===== config.mk =====
export PLATFORM = sky130hd
export DESIGN_NAME = demux_route_1to2
export DESIGN_NICKNAME = d
export VERILOG_FILES = /design/src/rtl/otter_route_pkg.sv /design/src/rtl/route_fifo.sv /design/src/rtl/demux_route_1to2.sv
export SDC_FILE = /design/constraint.sdc
export NUM_CORES = 1
export LEC_CHECK = 0
export ABC_AREA = 1
export CORE_MARGIN = 3
export CORE_UTILIZATION = 59
export DETAILED_ROUTE_END_ITERATION = 6
export PLACE_DENSITY = 0.92
export SLEW_MARGIN = 20
export SYNTH_ARGS = -nofsm -noshare
export SYNTH_HDL_FRONTEND = slang
export SYNTH_SLANG_ARGS = --single-unit

===== constraint.sdc =====
create_clock -name CLK -period 9.05 [get_ports CLK]
set_clock_uncertainty 0.05 [all_clocks]
set_input_delay 1.81 -clock CLK [delete_from_list [all_inputs] [get_ports CLK]]
set_output_delay 1.81 -clock CLK [all_outputs]
set_load 0.01 [all_outputs]

===== src/rtl/otter_route_pkg.sv =====
// rtl/otter_route_pkg.sv - shared types for the OTTER response router
package otter_route_pkg;

  typedef enum logic [1:0] {
    OCC_EMPTY = 2'd0,
    OCC_ONE   = 2'd1,
    OCC_FULL  = 2'd2
  } occ_state_t;

  typedef enum logic {
    ROUTE_IF = 1'b0,
    ROUTE_LD = 1'b1
  } route_sel_t;

  localparam int MAX_DEPTH = 2;

endpackage


===== src/rtl/route_fifo.sv =====
// rtl/route_fifo.sv - one- or two-entry elastic buffer with occupancy state machine
// The head word is kept in its own register so it holds its value once the buffer drains.
module route_fifo
  import otter_route_pkg::*;
#(
  parameter int WIDTH = 32,
  parameter int DEPTH = 2
) (
  input  logic             clk_i,
  input  logic             rst_i,
  input  logic             push_i,
  input  logic [WIDTH-1:0] push_data_i,
  input  logic             pop_ready_i,
  output logic             head_valid_o,
  output logic [WIDTH-1:0] head_data_o,
  output logic             full_o,
  output logic [1:0]       count_o
);

  occ_state_t       state_q;
  logic             wr_ptr_q;
  logic             rd_ptr_q;
  logic [WIDTH-1:0] data_q;
  logic [WIDTH-1:0] mem_q [MAX_DEPTH];
  logic             push_ok;
  logic             pop_ok;

  function automatic logic next_ptr(input logic p);
    return (p == 1'(DEPTH - 1)) ? 1'b0 : ~p;
  endfunction

  // With a single entry, holding one word already means no room.
  assign full_o       = (state_q == OCC_FULL) || ((DEPTH == 1) && (state_q == OCC_ONE));
  assign head_valid_o = (state_q != OCC_EMPTY);
  assign head_data_o  = data_q;
  assign count_o      = state_q;
  assign push_ok      = push_i && !full_o;
  assign pop_ok       = head_valid_o && pop_ready_i;

  always_ff @(posedge clk_i) begin
    if (push_ok) begin
      mem_q[wr_ptr_q] <= push_data_i;
    end
  end

  always_ff @(posedge clk_i or posedge rst_i) begin
    if (rst_i) begin
      state_q  <= OCC_EMPTY;
      wr_ptr_q <= 1'b0;
      rd_ptr_q <= 1'b0;
      data_q   <= '0;
    end else begin
      if (push_ok) begin
        wr_ptr_q <= next_ptr(wr_ptr_q);
      end
      if (pop_ok) begin
        rd_ptr_q <= next_ptr(rd_ptr_q);
      end
      case (state_q)
        OCC_EMPTY: begin
          if (push_ok) begin
            state_q <= OCC_ONE;
            data_q  <= push_data_i;
          end
        end
        OCC_ONE: begin
          if (push_ok && pop_ok) begin
            data_q <= push_data_i;
          end else if (push_ok) begin
            state_q <= OCC_FULL;
          end else if (pop_ok) begin
            state_q <= OCC_EMPTY;
          end
        end
        OCC_FULL: begin
          // The second word was written on an earlier edge, so it is already in storage.
          if (pop_ok) begin
            state_q <= OCC_ONE;
            data_q  <= mem_q[next_ptr(rd_ptr_q)];
          end
        end
        default: state_q <= OCC_EMPTY;
      endcase
    end
  end

endmodule


===== src/rtl/demux_route_1to2.sv =====
// rtl/demux_route_1to2.sv - registered 1-to-2 demux steering a stream into two buffered ports
// Port 0 carries instruction fetch responses, port 1 carries data load responses.
module demux_route_1to2
  import otter_route_pkg::*;
#(
  parameter int WIDTH = 32,
  parameter int DEPTH = 2
) (
  input  logic             CLK,
  input  logic             RST,
  input  logic             in_valid,
  output logic             in_ready,
  input  logic             in_sel,
  input  logic [WIDTH-1:0] in_data,
  output logic             out0_valid,
  input  logic             out0_ready,
  output logic [WIDTH-1:0] out0_data,
  output logic             out1_valid,
  input  logic             out1_ready,
  output logic [WIDTH-1:0] out1_data,
  output logic [1:0]       out0_count,
  output logic [1:0]       out1_count
);

  route_sel_t sel;
  logic       full0;
  logic       full1;
  logic       push0;
  logic       push1;

  assign sel = route_sel_t'(in_sel);

  // Ready depends only on registered fullness and in_sel; a consumer pop never frees space early.
  assign in_ready = !RST && ((sel == ROUTE_LD) ? !full1 : !full0);
  assign push0    = in_valid && in_ready && (sel == ROUTE_IF);
  assign push1    = in_valid && in_ready && (sel == ROUTE_LD);

  route_fifo #(.WIDTH(WIDTH), .DEPTH(DEPTH)) u_fifo_if (
    .clk_i        (CLK),
    .rst_i        (RST),
    .push_i       (push0),
    .push_data_i  (in_data),
    .pop_ready_i  (out0_ready),
    .head_valid_o (out0_valid),
    .head_data_o  (out0_data),
    .full_o       (full0),
    .count_o      (out0_count)
  );

  route_fifo #(.WIDTH(WIDTH), .DEPTH(DEPTH)) u_fifo_ld (
    .clk_i        (CLK),
    .rst_i        (RST),
    .push_i       (push1),
    .push_data_i  (in_data),
    .pop_ready_i  (out1_ready),
    .head_valid_o (out1_valid),
    .head_data_o  (out1_data),
    .full_o       (full1),
    .count_o      (out1_count)
  );

endmodule

* After elaboration in Yosys (flattened, before gate mapping) *
Memories as Yosys holds them, arrays and structs flattened.
Cells that the tools add are included.
Widths: inputs -> output; s select.

word-level totals
  register bits after elaboration = 72
  bits in writable memories = 128
  memories = 2
  input port bits = 38
  word-level logic and storage cells = 81

memory list
  memory           words  width  read ports  clocked after Yosys merged registers in  wr ports  RTL line          RTL
  u_fifo_if.mem_q  2      32     1           0                                        1         route_fifo.sv:24  logic [WIDTH-1:0] mem_q [MAX_DEPTH];
  u_fifo_ld.mem_q  2      32     1           0                                        1         route_fifo.sv:24

operators by class
  multiplexer cells = 29
  reduce and logical (&&, ||, !) cells = 23
  bitwise logic cells = 5
  eq/ne operators = 14

operators by type and width
  cell                count
  $mux 32             6
  $pmux 32 s3         2
  $mux 2              10
  $reduce_and 4->1    4
  $pmux 2 s3          2
  $logic_and 1x1->1   10
  $mux 1              9
  $ne 2x1->1 const B  4
  $ne 2x2->1 const B  4
  $ne 3x1->1 const B  2
  $reduce_bool 3->1   2
  $not 1->1           5
  $eq 2x1->1 const B  2
  $eq 2x2->1 const B  2
  $logic_not 2->1     2
  $reduce_bool 2->1   2
  $logic_not 1->1     3

* Longest topological paths before layout *
  word-level depth = 10
  mapped depth = 10
  gate-level depth less buffers = 9

* Hierarchy *
Synthesis repeated with hierarchy kept, for this count alone.

second synthesis, totals
  cells, all modules = 874
  area total of the unflattened synthesis = 8416.8 sq um

modules (own cells, without submodules)
  module                   cells each  area each (sq um)  sequential area each (sq um)  times used
  route_fifo at u_fifo_if  431         4210.3             2822.7                        1
  route_fifo at u_fifo_ld  434         4161.5             2822.7                        1
  demux_route_1to2         9           45.0               0.0                           1

* Worst setup path after synthesis *
Ideal clock, no wire load.

  path type = input -> register
  start = input RST
  end = memory u_fifo_if.mem_q[0][0] (enable)
  arrival = 5338 ps
  slack = 3241 ps
  stages on the path = 5
  library setup time = 421 ps
  path buffers = 0
  cell sequence = inv_1 -> nand3_1 -> nor2_2 -> nand2_1 -> nor2_1

between the ends
  word-level cells in the longest chain between the ends = 7

ends and longest elaborated chain
  item                              RTL line                RTL
  start, declared                   demux_route_1to2.sv:10  input logic RST,
  $logic_not 1->1 (no source line)  -
  $logic_and 1x1->1                 demux_route_1to2.sv:34  assign in_ready = !RST && ((sel == ROUTE_LD) ? !full1 : !full0);
  $logic_and 1x1->1 (2 in series)   demux_route_1to2.sv:35  assign push0 = in_valid && in_ready && (sel == ROUTE_IF);
  $logic_and 1x1->1                 route_fifo.sv:37        assign push_ok = push_i && !full_o;
  $mux 1                            route_fifo.sv:41        if (push_ok) begin
  $mux 1 (implied by the code)      route_fifo.sv:42        mem_q[wr_ptr_q] <= push_data_i;
  end, declared                     route_fifo.sv:24

No other way between the ends.

* Worst setup path after layout *
  start = input RST
  end = output in_ready

between the ends
  word-level cells in the longest chain between the ends = 2

ends and longest elaborated chain
  item                              RTL line                RTL
  $logic_not 1->1 (no source line)  -
  $logic_and 1x1->1                 demux_route_1to2.sv:34
  end, declared                     demux_route_1to2.sv:12  output logic in_ready,

No other way between the ends.

==> results.yml <==
setup_path:
  critPathTopFamily: "buffers and inverters"
  cp.required_ns: 7.19
  path_class: "input pin to output pin"
  critPathCaptureType: "output pin"
  cp.buffers_inverters: 5
  cp.arrival_ns: 3.86
  cp_slowest_cell: "buf_4"
  cpPeakStageDelay_ns: 0.73
  start_kind: "input pin"
  path_cells: "clkdlybuf4s50_1, clkinv_2, buf_4, nand3_1, inv_1, clkdlybuf4s50_1"
  cp_max_fo: 74
  crit_path_frequent_cell: "clkdlybuf4s50_1"
timing:
  finalSetupTns_ns: 0
  whs_ns: 0.4213
  rsz0062_at_grt: "no"
  setup_viol: 0
  slew_headroom: 0.2491
  finalCritPeriodShare: 0.6325
  hold_violations: 0
  period_needed_ns: 5.724
  finalMaxSlewViolations: 0
  fmax_ghz: 0.1747
  tightest_slew_ns: 1.126
power_and_ir_drop:
  vdd_drop_max_uv: 406.5
  p_total_uw: 3113
  p_per_area_nw_per_um2: 312.9
  leakagePower_uw: 0.003907
grt:
  grtUsageTotal: 0.2355
  antenna_found_initial: 0
  grt_max_degree: 75
  grt_pass1_wl_mm: 28.77
  gr-total-overflow: 0
  grt_pass1_vias: 5737
cells_and_area:
  post-route-util: 0.7397
  final_common_cell: "nand2_1"
  drive_gt1_frac: 0.1381
  insertedDiodeCount: 0
  most-common-layout-cells: "158 x nand2_1, 128 x edfxtp_1, 108 x clkdlybuf4s50_1"
  fillers: 877
  final_nets: 844
  synthToLayoutAreaGrowth_pct: 20.50
  multi_input_area_um2: 2271
  seqCellArea_um2: 5647
drt:
  drc_errors: 0
  ant_nets: 0
  num_vias: 5733
  drt_iter0_markers: 586
  wl_per_cell_um: 18.22
  drt-pass1-iter-count: 5
  routed_wl_mm: 18.11
  via_per_inst: 5.768
synth:
  post_synth.cell_area_avg_um2: 11.50
  syn_inst: 718
  ys_ff_latch: 200
  yosysWarnings: 0
  synth_fp_nets: 756
  ys_seq_area_frac: 0.6836
  netlist_area_um2: 8258
  synth_cell_type_count: 26
cts:
  clockBufferDepth: 2
  clkTransAtPathRegs_ns: 0.07
  cts_setup_buffers: 0
  insertion_delay_ns: 0.43
  holdBufCountCts: 0
  cts_tree: "yes"
  cts_max_level: 4
  cts_root_buf: "clkbuf_16"
  cts.sinks: 200
  ctsResizeCount: 0
  cts_buffers: 17
worst_hold_path:
  hold_path_class: "flop to flop"
floorplan:
  core-area_um2: 13450
  start_util: 0.6138
  fp.dieH_um: 124.3
  dieWidth_um: 124.3
  dieArea_um2: 15450
  ios: 109
  fp-row-count: 42
place:
  hpwl_mm: 10.62
  io_buffers: 108
  gp_congestion: 0.7592
outcome:
  status: "complete, no violations"
flow_run:
  cap_viol_max_count: 0
[power breakdown]
group          leakage, uW  switching (uW)  total [uW]  internal [uW]
clock             0.000278             312         746            434
combinational      0.00158             582        1030            452
sequential         0.00205             162        1330           1170
[Yosys cell counts]
| cell type | instances | share of area |
|---|---|---|
| nand2_1 | 158 | 0.072 |
| edfxtp_1 | 128 | 0.47 |
| dfrtp_1 | 72 | 0.22 |
| a21oi_1 | 66 | 0.040 |
| o21ai_0 | 51 | 0.031 |
| nor2_1 | 38 | 0.017 |
| nand3_1 | 36 | 0.022 |
| o21ai_2 | 32 | 0.034 |
| inv_1 | 31 | 0.014 |
| nand2_2 | 29 | 0.022 |
| clkbuf_1 | 21 | 0.0095 |
| o22ai_1 | 16 | 0.012 |
| buf_6 | 9 | 0.012 |
| buf_2 | 6 | 0.0036 |
| xor2_1 | 5 | 0.0053 |
| inv_2 | 4 | 0.0018 |
| nand2_4 | 4 | 0.0055 |
| buf_4 | 3 | 0.0027 |
| buf_1 | 2 | 0.00091 |
| nand3_2 | 1 | 0.0012 |
| nand3_4 | 1 | 0.0021 |
| nand4_1 | 1 | 0.00076 |
| nand4_4 | 1 | 0.0026 |
| nor2_2 | 1 | 0.00076 |
| nor2_4 | 1 | 0.0014 |
| o21ai_4 | 1 | 0.0020 |
[per-stage QoR]
step	std cells	setup WS, ns	cell area, um2
2_1_floorplan	718	3.241	8258
3_3_place_gp	963	3.275	9365
3_5_place_dp	963	3.242	9366
4_1_cts	994	3.230	9951
5_1_grt	994	3.104	9951
6_report	994	3.326	9951
[layer usage]
metal | vias to the layer above | global-route usage | share of wire
li1 | 2637 | - | -
met1 | 2796 | 0.2950 | 0.40
met2 | 258 | 0.3909 | 0.52
met3 | 42 | 0.05961 | 0.065
met4 | 0 | 0.1032 | 0.021
met5 | - | 0 | 0
[worst reg2reg max path, stage by stage, from the launching register on]
cell,delay [ns]
dfrtp_1,0.43
inv_2,0.11
nand2_4,0.56
nand4_4,0.35
o21ai_4,0.25
nand3_4,0.76
nand2_1,0.43
o21ai_2,0.08
[logic make-up (layout without fill, tap and decap cells)]
logic type / count (synthesis) / count (layout) / synth area share
AND/OR/NAND/NOR: 271 / 271 / 0.1471
flip-flops: 200 / 200 / 0.6836
AO/OA/AOI/OAI: 166 / 166 / 0.1189
buffers and inverters: 76 / 176 / 0.04500
XOR/XNOR: 5 / 5 / 0.005303
[flip-flops by register name (all words and copies together) (netlist names)]
register               cells
u_fifo_ld.rd_ptr_q         1
u_fifo_if.count_o          2
u_fifo_if.rd_ptr_q         1
u_fifo_if.mem_q           64
u_fifo_ld.count_o          2
u_fifo_if.head_data_o     32
u_fifo_if.wr_ptr_q         1
u_fifo_ld.mem_q           64
u_fifo_ld.head_data_o     32
u_fifo_ld.wr_ptr_q         1
[final cells by class]
class / instances / share of cell area
Sequential cell: 200 / 0.5675
Multi-Input combinational cell: 442 / 0.2282
Timing Repair Buffer: 110 / 0.1101
Clock buffer: 24 / 0.04942
Tap cell: 176 / 0.02213
Inverter: 35 / 0.01333
Clock inverter: 7 / 0.009305
[final timing paths]
path	from	endpoint	depth (start not counted)	slack, ns
setup / recovery	RST	in_ready	6	3.33
hold / removal	u_fifo_if.head_data_o[25]	u_fifo_if.head_data_o[25]	2	0.42
setup reg to reg	u_fifo_ld.count_o[0]	u_fifo_ld.head_data_o[13]	7	5.87
hold reg to reg	u_fifo_if.head_data_o[25]	u_fifo_if.head_data_o[25]	2	0.42
max in group asynchronous	RST	u_fifo_ld.rd_ptr_q	3	6.35
min in group asynchronous	RST	u_fifo_if.wr_ptr_q	3	1.95
Note: power is estimated with default switching activity, not from simulation.
